**src/rtl/mem_access_ctrl_pkg.sv**
```systemverilog
// Shared encodings for the MEM-stage access controller: load/store funct3 codes,
// FSM state codes and lane-enable / store-replication helpers.
package mem_access_ctrl_pkg;

  localparam logic [2:0] F3_LB  = 3'b000;
  localparam logic [2:0] F3_LH  = 3'b001;
  localparam logic [2:0] F3_LW  = 3'b010;
  localparam logic [2:0] F3_LBU = 3'b100;
  localparam logic [2:0] F3_LHU = 3'b101;

  localparam logic [1:0] F3_SB = 2'b00;
  localparam logic [1:0] F3_SH = 2'b01;
  localparam logic [1:0] F3_SW = 2'b10;

  typedef enum logic [1:0] {
    ST_IDLE     = 2'd0,
    ST_ACCESS   = 2'd1,
    ST_COMPLETE = 2'd2
  } state_t;

  // Access size lives in funct3[1:0] for both loads and stores; codes 10/11 are words.
  function automatic logic [3:0] lane_enables(input logic [1:0] size, input logic [1:0] a);
    case (size)
      F3_SB:   return 4'b0001 << a;
      F3_SH:   return 4'b0011 << {a[1], 1'b0};
      default: return 4'b1111;
    endcase
  endfunction

  function automatic logic [31:0] replicate(input logic [1:0] size, input logic [31:0] wd);
    case (size)
      F3_SB:   return {4{wd[7:0]}};
      F3_SH:   return {2{wd[15:0]}};
      default: return wd;
    endcase
  endfunction

endpackage

```
**src/rtl/mem_access_ctrl_load_align_ext.sv**
```systemverilog
// Load lane selection plus sign/zero extension of the returned memory word.
module load_align_ext
  import mem_access_ctrl_pkg::*;
(
  input  logic [31:0] rdata,
  input  logic [1:0]  addr_lo,
  input  logic [2:0]  funct3,
  output logic [31:0] read_data
);

  logic [7:0]  byte_lane;
  logic [15:0] half_lane;

  assign byte_lane = rdata[{addr_lo, 3'b000} +: 8];
  assign half_lane = addr_lo[1] ? rdata[31:16] : rdata[15:0];

  always_comb begin
    case (funct3)
      F3_LB:   read_data = {{24{byte_lane[7]}}, byte_lane};
      F3_LH:   read_data = {{16{half_lane[15]}}, half_lane};
      F3_LBU:  read_data = {24'd0, byte_lane};
      F3_LHU:  read_data = {16'd0, half_lane};
      default: read_data = rdata;
    endcase
  end

endmodule

```
**src/rtl/mem_access_ctrl.sv**
```systemverilog
// MEM-stage load/store controller: byte-enabled memory handshake with pipeline stall,
// timeout abort and optional misalignment trap (define MISALIGN_TRAP_EN).
module mem_access_ctrl
  import mem_access_ctrl_pkg::*;
#(
  parameter int unsigned TIMEOUT_CYCLES = 255
) (
  input  logic        clk,
  input  logic        reset,
  input  logic [3:0]  mem_read,
  input  logic [2:0]  mem_write,
  input  logic [31:0] address,
  input  logic [31:0] write_data,
  output logic [31:0] read_data,
  output logic        busywait,
  output logic        bus_error,
  output logic        dmem_read,
  output logic        dmem_write,
  output logic [31:0] dmem_addr,
  output logic [3:0]  dmem_byteen,
  output logic [31:0] dmem_wdata,
  input  logic [31:0] dmem_rdata,
  input  logic        dmem_busywait
);

  localparam logic [7:0] TIMEOUT_LIM = 8'(TIMEOUT_CYCLES);

  state_t      state_reg, state_next;
  logic [31:0] addr_reg, addr_next;
  logic [31:0] wdata_reg, wdata_next;
  logic [31:0] rdata_reg, rdata_next;
  logic [3:0]  byteen_reg, byteen_next;
  logic [2:0]  f3_reg, f3_next;
  logic [1:0]  lo_reg, lo_next;
  logic        store_reg, store_next;
  logic        err_reg, err_next;
  logic [7:0]  cnt_reg, cnt_next;
  logic [7:0]  cnt_inc;
  logic [31:0] ext_data;
  logic        req;
  logic        req_store;
  logic [2:0]  req_f3;
  logic        misaligned;

  // A store wins when both enables are raised; the load is silently dropped.
  assign req_store = mem_write[2];
  assign req       = mem_read[3] | mem_write[2];
  assign req_f3    = req_store ? {1'b0, mem_write[1:0]} : mem_read[2:0];
  assign cnt_inc   = cnt_reg + 8'd1;

`ifdef MISALIGN_TRAP_EN
  assign misaligned = ((req_f3[1:0] == F3_SH) && address[0]) ||
                      (req_f3[1] && (address[1:0] != 2'b00));
`else
  assign misaligned = 1'b0;
`endif

  load_align_ext u_align (
    .rdata     (dmem_rdata),
    .addr_lo   (lo_reg),
    .funct3    (f3_reg),
    .read_data (ext_data)
  );

  always_ff @(posedge clk) begin
    if (reset) begin
      state_reg  <= ST_IDLE;
      addr_reg   <= '0;
      wdata_reg  <= '0;
      rdata_reg  <= '0;
      byteen_reg <= '0;
      f3_reg     <= '0;
      lo_reg     <= '0;
      store_reg  <= 1'b0;
      err_reg    <= 1'b0;
      cnt_reg    <= '0;
    end else begin
      state_reg  <= state_next;
      addr_reg   <= addr_next;
      wdata_reg  <= wdata_next;
      rdata_reg  <= rdata_next;
      byteen_reg <= byteen_next;
      f3_reg     <= f3_next;
      lo_reg     <= lo_next;
      store_reg  <= store_next;
      err_reg    <= err_next;
      cnt_reg    <= cnt_next;
    end
  end

  always_comb begin
    state_next  = state_reg;
    addr_next   = addr_reg;
    wdata_next  = wdata_reg;
    rdata_next  = rdata_reg;
    byteen_next = byteen_reg;
    f3_next     = f3_reg;
    lo_next     = lo_reg;
    store_next  = store_reg;
    err_next    = err_reg;
    cnt_next    = cnt_reg;
    busywait    = 1'b0;
    case (state_reg)
      ST_IDLE: begin
        if (req) begin
          busywait    = 1'b1;
          addr_next   = {address[31:2], 2'b00};
          lo_next     = address[1:0];
          byteen_next = lane_enables(req_f3[1:0], address[1:0]);
          wdata_next  = replicate(req_f3[1:0], write_data);
          f3_next     = req_f3;
          store_next  = req_store;
          cnt_next    = '0;
          rdata_next  = '0;
          err_next    = misaligned;
          state_next  = misaligned ? ST_COMPLETE : ST_ACCESS;
        end
      end
      ST_ACCESS: begin
        busywait = 1'b1;
        if (!dmem_busywait) begin
          rdata_next = store_reg ? 32'd0 : ext_data;
          state_next = ST_COMPLETE;
        end else if (cnt_inc == TIMEOUT_LIM) begin
          rdata_next = '0;
          err_next   = 1'b1;
          state_next = ST_COMPLETE;
        end else begin
          cnt_next = cnt_inc;
        end
      end
      ST_COMPLETE: state_next = ST_IDLE;
      default:     state_next = ST_IDLE;
    endcase
  end

  assign dmem_read   = (state_reg == ST_ACCESS) && !store_reg;
  assign dmem_write  = (state_reg == ST_ACCESS) && store_reg;
  assign dmem_addr   = addr_reg;
  assign dmem_byteen = byteen_reg;
  assign dmem_wdata  = wdata_reg;
  assign read_data   = rdata_reg;
  assign bus_error   = (state_reg == ST_COMPLETE) && err_reg;

endmodule

```
**config.mk**
```make
export PLATFORM = sky130hd
export DESIGN_NAME = mem_access_ctrl
export DESIGN_NICKNAME = d
export VERILOG_FILES = /design/src/rtl/mem_access_ctrl_pkg.sv /design/src/rtl/mem_access_ctrl_load_align_ext.sv /design/src/rtl/mem_access_ctrl.sv
export SDC_FILE = /design/constraint.sdc
export NUM_CORES = 1
export LEC_CHECK = 0
export BUFFER_PORTS_ARGS = -buffer_cell sky130_fd_sc_hd__buf_2
export CAP_MARGIN = 25
export CORE_MARGIN = 4
export CORE_UTILIZATION = 35
export CTS_CLUSTER_SIZE = 12
export DETAILED_ROUTE_END_ITERATION = 12
export PLACE_DENSITY_LB_ADDON = 0.12
export SLEW_MARGIN = 20
export SYNTH_ARGS = -nofsm -noshare
export SYNTH_HDL_FRONTEND = slang
export SYNTH_SLANG_ARGS = --single-unit
```
**constraint.sdc**
```tcl
create_clock -name clk -period 3.35 [get_ports clk]
set_input_delay 0.67 -clock clk [delete_from_list [all_inputs] [get_ports clk]]
set_output_delay 0.67 -clock clk [all_outputs]
set_load 0.05 [all_outputs]
```
==> Word level (Yosys, flattened, before mapping) <==
Cells that the tools add are included.
{ "totals": {"wordCells": 64, "output_inout_bits": 104, "register_bits": 115, "inputBits": 106} }
{ "op_classes": {"bitwise_logic": 1, "addsub": 1, "n_mux": 24, "n_eq_ne": 12, "n_shift": 3, "reduce_logical": 13} }
{ "op_table": {"columns": ["cell", "n"], "rows": [
  ["$mux 32", 4],
  ["$pmux 32 s2", 2],
  ["$pmux 32 s4", 1],
  ["$shiftx 32x6->8", 1],
  ["$mux 8", 3],
  ["$mux 16", 1],
  ["$pmux 8 s2", 1],
  ["$add 8x1->8 const B", 1],
  ["$eq 8x8->1 const B", 1],
  ["$ne 2x2->1 const B", 4],
  ["$pmux 4 s2", 1],
  ["$reduce_and 4->1", 2],
  ["$eq 3x3->1 const B", 2],
  ["$mux 2", 3],
  ["$eq 2x1->1 const B", 2],
  ["$logic_not 2->1", 2],
  ["$mux 1", 4],
  ["$pmux 1 s2", 2],
  ["$pmux 2 s2", 1],
  ["$reduce_and 2->1", 2],
  ["$shl 1x2->4 const A", 1],
  ["$shl 2x2->4 const A", 1],
  ["$eq 3x1->1 const B", 1],
  ["$logic_and 1x1->1", 3],
  ["8 further kinds", 8]
]} }

==> Depth between registers and ports, before layout <==
{ "logic_depth": {"depth_word": 5, "mapped_depth": 8, "mapped_depth_nobuf": 7} }

==> Modules after synthesis <==
Synthesis repeated with hierarchy kept, for this count alone.
{ "unflattened": {"hier_cells": 697, "area_unflattened_um2": 5634.2} }
{ "modules_own_cells": {"columns": ["module", "n_inst", "cells_per_inst", "seq_area_each_um2", "area_each_um2"], "rows": [
  ["mem_access_ctrl", 1, 579, 2302.2, 4873.4],
  ["load_align_ext", 1, 118, 0.0, 760.7]
]} }

==> Worst setup path after synthesis <==
OpenSTA, ideal clock, no wires.
{ "synth_timing": {"path_kind": "input-to-output", "from": "in mem_write[2]", "to": "out busywait", "slack_ns": 0.500, "cell_stages": 6, "path_buffers": 3, "arrival_ns": 2.180, "t_required_ns": 2.680, "cell_sequence": "buf_2 nor3_1 or2_2 buf_2 clkinv_1 buf_1"} }
{ "synth_via": {"elab_chain_cells": 3} }
{ "synth_rtl": {"columns": ["item", "line_no", "rtl"], "rows": [
  ["start, declared", "mem_access_ctrl.sv:11", "input logic [2:0] mem_write,"],
  ["$or 1x1->1", "mem_access_ctrl.sv:47", "assign req = mem_read[3] | mem_write[2];"],
  ["$mux 1", "mem_access_ctrl.sv:105", "if (req) begin"],
  ["$pmux 1 s2", "mem_access_ctrl.sv:103", "case (state_reg)"],
  ["end, declared", "mem_access_ctrl.sv:15", "output logic busywait,"]
]} }
No other way between the ends.

==> Worst setup path in the final report <==
Same ends and word-level chain as after synthesis.

==> results.env <==
RESULT_OF_THE_RUN='finished clean'
ROUTE.ANTENNA.REMAINING_NETS=0
CP_CELL_SEQUENCE='buf_2 > nor3_1 > or2_2 > clkinv_1 > buf_2'
VDD.IR_DROP.WORST_uV=354
FINAL.SETUP.TNS_NS=0
GRT_START_MAX_NET_PINS=50
CRITPATHSLOWESTCELL='sky130_fd_sc_hd__or2_2'
PERIOD_MINUS_SLACK_NS=2.54
SYNTH_WARNINGS=0
NUMBER_OF_LIBRARY_CELL_TYPES_MAPPED_BY_SYNTHESIS=54
WORST_SETUP_SLACK_BEFORE_CLOCK_TREE_SYNTHESIS_NS=0.778
POST_SYNTH.CELL_AREA_AVG_UM2=8.24
FP.DIEW_UM=134
CLASSIFICATION_OF_THE_WORST_SETUP_PATH='in -> out'
NUM-NETS-FINAL=960
PORT-BUFFER-COUNT=207
TRITONCTS='yes'
INITIAL_UTILIZATION_PCT=36.0
POST_CTS_BUFFERS=0
WORST-PATH-MAX-FANOUT=17
PLACED_CELLS=1044
HOLD_PATH.CLASS='reg -> reg'
ANTENNA-DIODE-COUNT=0
SYNTH_AREA_LEADERS='sky130_fd_sc_hd__dfxtp_1 (42%), sky130_fd_sc_hd__nand2_1 (7.4%), sky130_fd_sc_hd__a21oi_1 (6.7%)'
SYN-CELL-AREA_UM2=5510
COREAREA_UM2=15300
TRITONCTS.NUM_BUFFERS=17
CTS_HOLD_BUFFERS=0
SYNTH_CELLS=669
RSZ0062_AT_GRT='false'
AVGVIACOUNTPERCELL=5.30
CTS.SINKS=115
DRTITER0DRC=287
AREA_OVERHEAD_VS_SYNTH_PCT=33.1
WORSTMARGINPINSLEW_NS=0.813
SYNTH_SEQUENTIAL_AREA_RATIO_PCT=41.8
CTS_MAX_PATH_BUFFERS=2
ROUTED_WIRELENGTH_UM=17900
FINALHOLDVIOLCOUNT=0
GRT_RESOURCE_USAGE_TOTAL_PCT=19.5
SYNTH.LARGEST_AREA_CELL='sky130_fd_sc_hd__dfxtp_1'
GRT_PASS1_WL_UM=28000
P_LEAK_nW=3.12
TOTAL_NON_FILLER_CELL_AREA_IN_THE_FINISHED_LAYOUT_UM2=7340
FINALCRITPERIODSHARE_PCT=75.8
GRT_PASS1_VIAS=5265
START_KIND='input pin'
SETUP_WS_NS=0.812
POST_DRT_WL_PER_CELL_UM=16.6
CLOCK-ROOT-BUFFER='sky130_fd_sc_hd__clkbuf_16'
DRC_ERRORS=0
YOSYS_REGISTER_BITS=115
ROUTED-VIA-COUNT=5699
FP.DIEH_UM=134
HTREEDEPTH=4
CRITICAL_PATH.MOST_COMMON_CELL='sky130_fd_sc_hd__buf_2'
ROW_COUNT=45
SETUP_VIOL=0
FIRST_PASS_ITERS=5
CTS.REPAIR.RESIZED=0
LAYOUT.CELLS.NON_FILLER=1075
DETAILED_PLACE_HPWL_UM=12900
MAX_SLEW_VIOLATION_COUNT=0
GLOBAL_ROUTE.OVERFLOW_TOTAL=0
PLACE.GP.CONGESTION=0.824
CAP_VIOLATIONS=0
DOMINANTREGCELLSYNTH='sky130_fd_sc_hd__dfxtp_1'
WORST_SKEW_LATE_LATENCY_NS=0.41
POSTPLACECELLAREA_UM2=6690
AREA_FRACTION_OF_THE_DOMINANT_CELL_TYPE_AFTER_SYNTHESIS_PCT=41.8
SHARE_OF_LAYOUT_CELLS_ABOVE_DRIVE_STRENGTH_1_PCT=31.9
MAX_CLOCK_FREQ_MHz=394
SYNTHARSTFLOPSHARE_PCT=0
CRITPATHCAPTURETYPE='output port'
CRITICAL-PATH-MAX-STAGE-DELAY_NS=0.35
POWER.DENSITY_CELL_AREA_nW_PER_UM2=618
CLOCK_SKEW_NS=0.00851
SYNTH_EDF_COUNT=0
TIMING.CRITICAL_PATH.ARRIVAL_NS=1.87
IO-PIN-COUNT=210
SLEW-LIMIT-HEADROOM_PCT=44.7
POST_CTS_CLOCK_SLEW_AT_THE_LAUNCH_AND_CAPTURE_REGISTERS_OF_THE_WORST_SETUP_AND_HOLD_PATHS_NS=0.05
CRITPATHREQUIREDTIME_NS=2.68
ANTENNA_FOUND_INITIAL=0
FLOORPLAN.DIE_AREA_UM2=17800
-- per-stage QoR --
step                      hold slack, ns  power (mW)  util, %
after floorplan                    0.450        2.30        -
after global placement             0.440        2.58     43.7
after detailed placement           0.447        2.60     43.7
after CTS                          0.454        4.58     47.9
after global routing               0.467        4.74     47.9
final                              0.451        4.54     47.9
-- cells in the mapped netlist, types with 3 or more instances --
cell	count
sky130_fd_sc_hd__a211oi_1	35
sky130_fd_sc_hd__a21boi_0	3
sky130_fd_sc_hd__a21oi_1	74
sky130_fd_sc_hd__a22oi_1	9
sky130_fd_sc_hd__a311oi_1	18
sky130_fd_sc_hd__a311oi_2	10
sky130_fd_sc_hd__a31oi_1	3
sky130_fd_sc_hd__buf_2	11
sky130_fd_sc_hd__buf_4	3
sky130_fd_sc_hd__buf_6	3
sky130_fd_sc_hd__clkbuf_1	40
sky130_fd_sc_hd__dfxtp_1	115
sky130_fd_sc_hd__inv_1	22
sky130_fd_sc_hd__mux2i_1	31
sky130_fd_sc_hd__nand2_1	109
sky130_fd_sc_hd__nand2b_1	5
sky130_fd_sc_hd__nand3_1	29
sky130_fd_sc_hd__nand3b_1	3
sky130_fd_sc_hd__nor2_1	54
sky130_fd_sc_hd__nor2b_1	4
sky130_fd_sc_hd__nor3_1	3
sky130_fd_sc_hd__o21ai_0	12
sky130_fd_sc_hd__o221ai_1	10
sky130_fd_sc_hd__o22ai_1	11
sky130_fd_sc_hd__o311ai_0	15
-- cells by family after synthesis --
kind of cell / count (synthesis) / share of synthesized area, %
xor gates and xnor gates: 1 / 0.159
DFF: 115 / 41.8
buffers and inverters: 83 / 6.51
AOI/OAI and AO/OA: 214 / 27.7
and+or+nand+nor: 220 / 17.3
muxes: 33 / 6.04
other: 1 / 0.0680
adders and majority gates: 2 / 0.454
-- final timing paths --
| kind | start | to | slack [ns] | cells past startpoint |
|---|---|---|---|---|
| worst max register to register | cnt_reg[1] | read_data[5] | 0.96 | 7 |
| worst max-delay path | mem_write[2] | busywait | 0.81 | 5 |
| worst min register to register | dmem_addr[5] | dmem_addr[5] | 0.45 | 2 |
| worst min-delay path | dmem_addr[5] | dmem_addr[5] | 0.45 | 2 |
-- critical path, delay by kind of cell --
family / cells / cell delay, ns
buffers and inverters: 3 / 0.64
and+or+nand+nor: 2 / 0.54
-- routing by layer --
metal | share of wire, % | GRT usage, % | routed length (µm)
met5 | 0 | 0 | 0
met4 | 2.4 | 8.40 | 433
met3 | 7.8 | 5.82 | 1390
met2 | 46 | 30.7 | 8300
met1 | 43 | 24.9 | 7750
-- cells in the final DEF, fill, tap and decap left out, drive strengths merged, types with 2 or more instances in the layout --
cell | netlist | routed
mux2i | 31 | 31
inv | 22 | 22
o22ai | 11 | 11
a22oi | 9 | 9
ha | 2 | 2
buf | 19 | 222
o21ai | 15 | 15
nand3 | 29 | 29
nor2b | 4 | 4
clkinvlp | 0 | 3
nor3 | 3 | 3
o221ai | 10 | 10
a311oi | 28 | 28
and2 | 2 | 2
or3 | 3 | 3
dfxtp | 115 | 115
a21oi | 74 | 74
nor3b | 2 | 2
nand3b | 3 | 3
bufinv | 0 | 4
nand2 | 109 | 109
or2 | 2 | 2
a211oi | 35 | 35
clkbuf | 40 | 23
mux2 | 2 | 2
a21boi | 3 | 3
o311ai | 16 | 16
conb | 1 | 2
nand2b | 5 | 5
clkinv | 2 | 3
nor2 | 54 | 54
a31oi | 3 | 3
-- power breakdown --
part	switching [mW]	internal (mW)
clock	0.632	1.34
sequential	0.0676	1.47
combinational	0.747	0.276
total	1.45	3.09
-- final cells by class --
class / count / area [µm²]
Clock inverter: 8 / 148
Sequential cell: 115 / 2300
Tap cell: 211 / 264
Inverter: 24 / 90.1
Clock buffer: 23 / 498
Multi-Input combinational cell: 472 / 2880
Timing Repair Buffer: 222 / 1150
Fill cell: 1533 / 7980
Note: power is estimated with default switching activity, not from simulation.
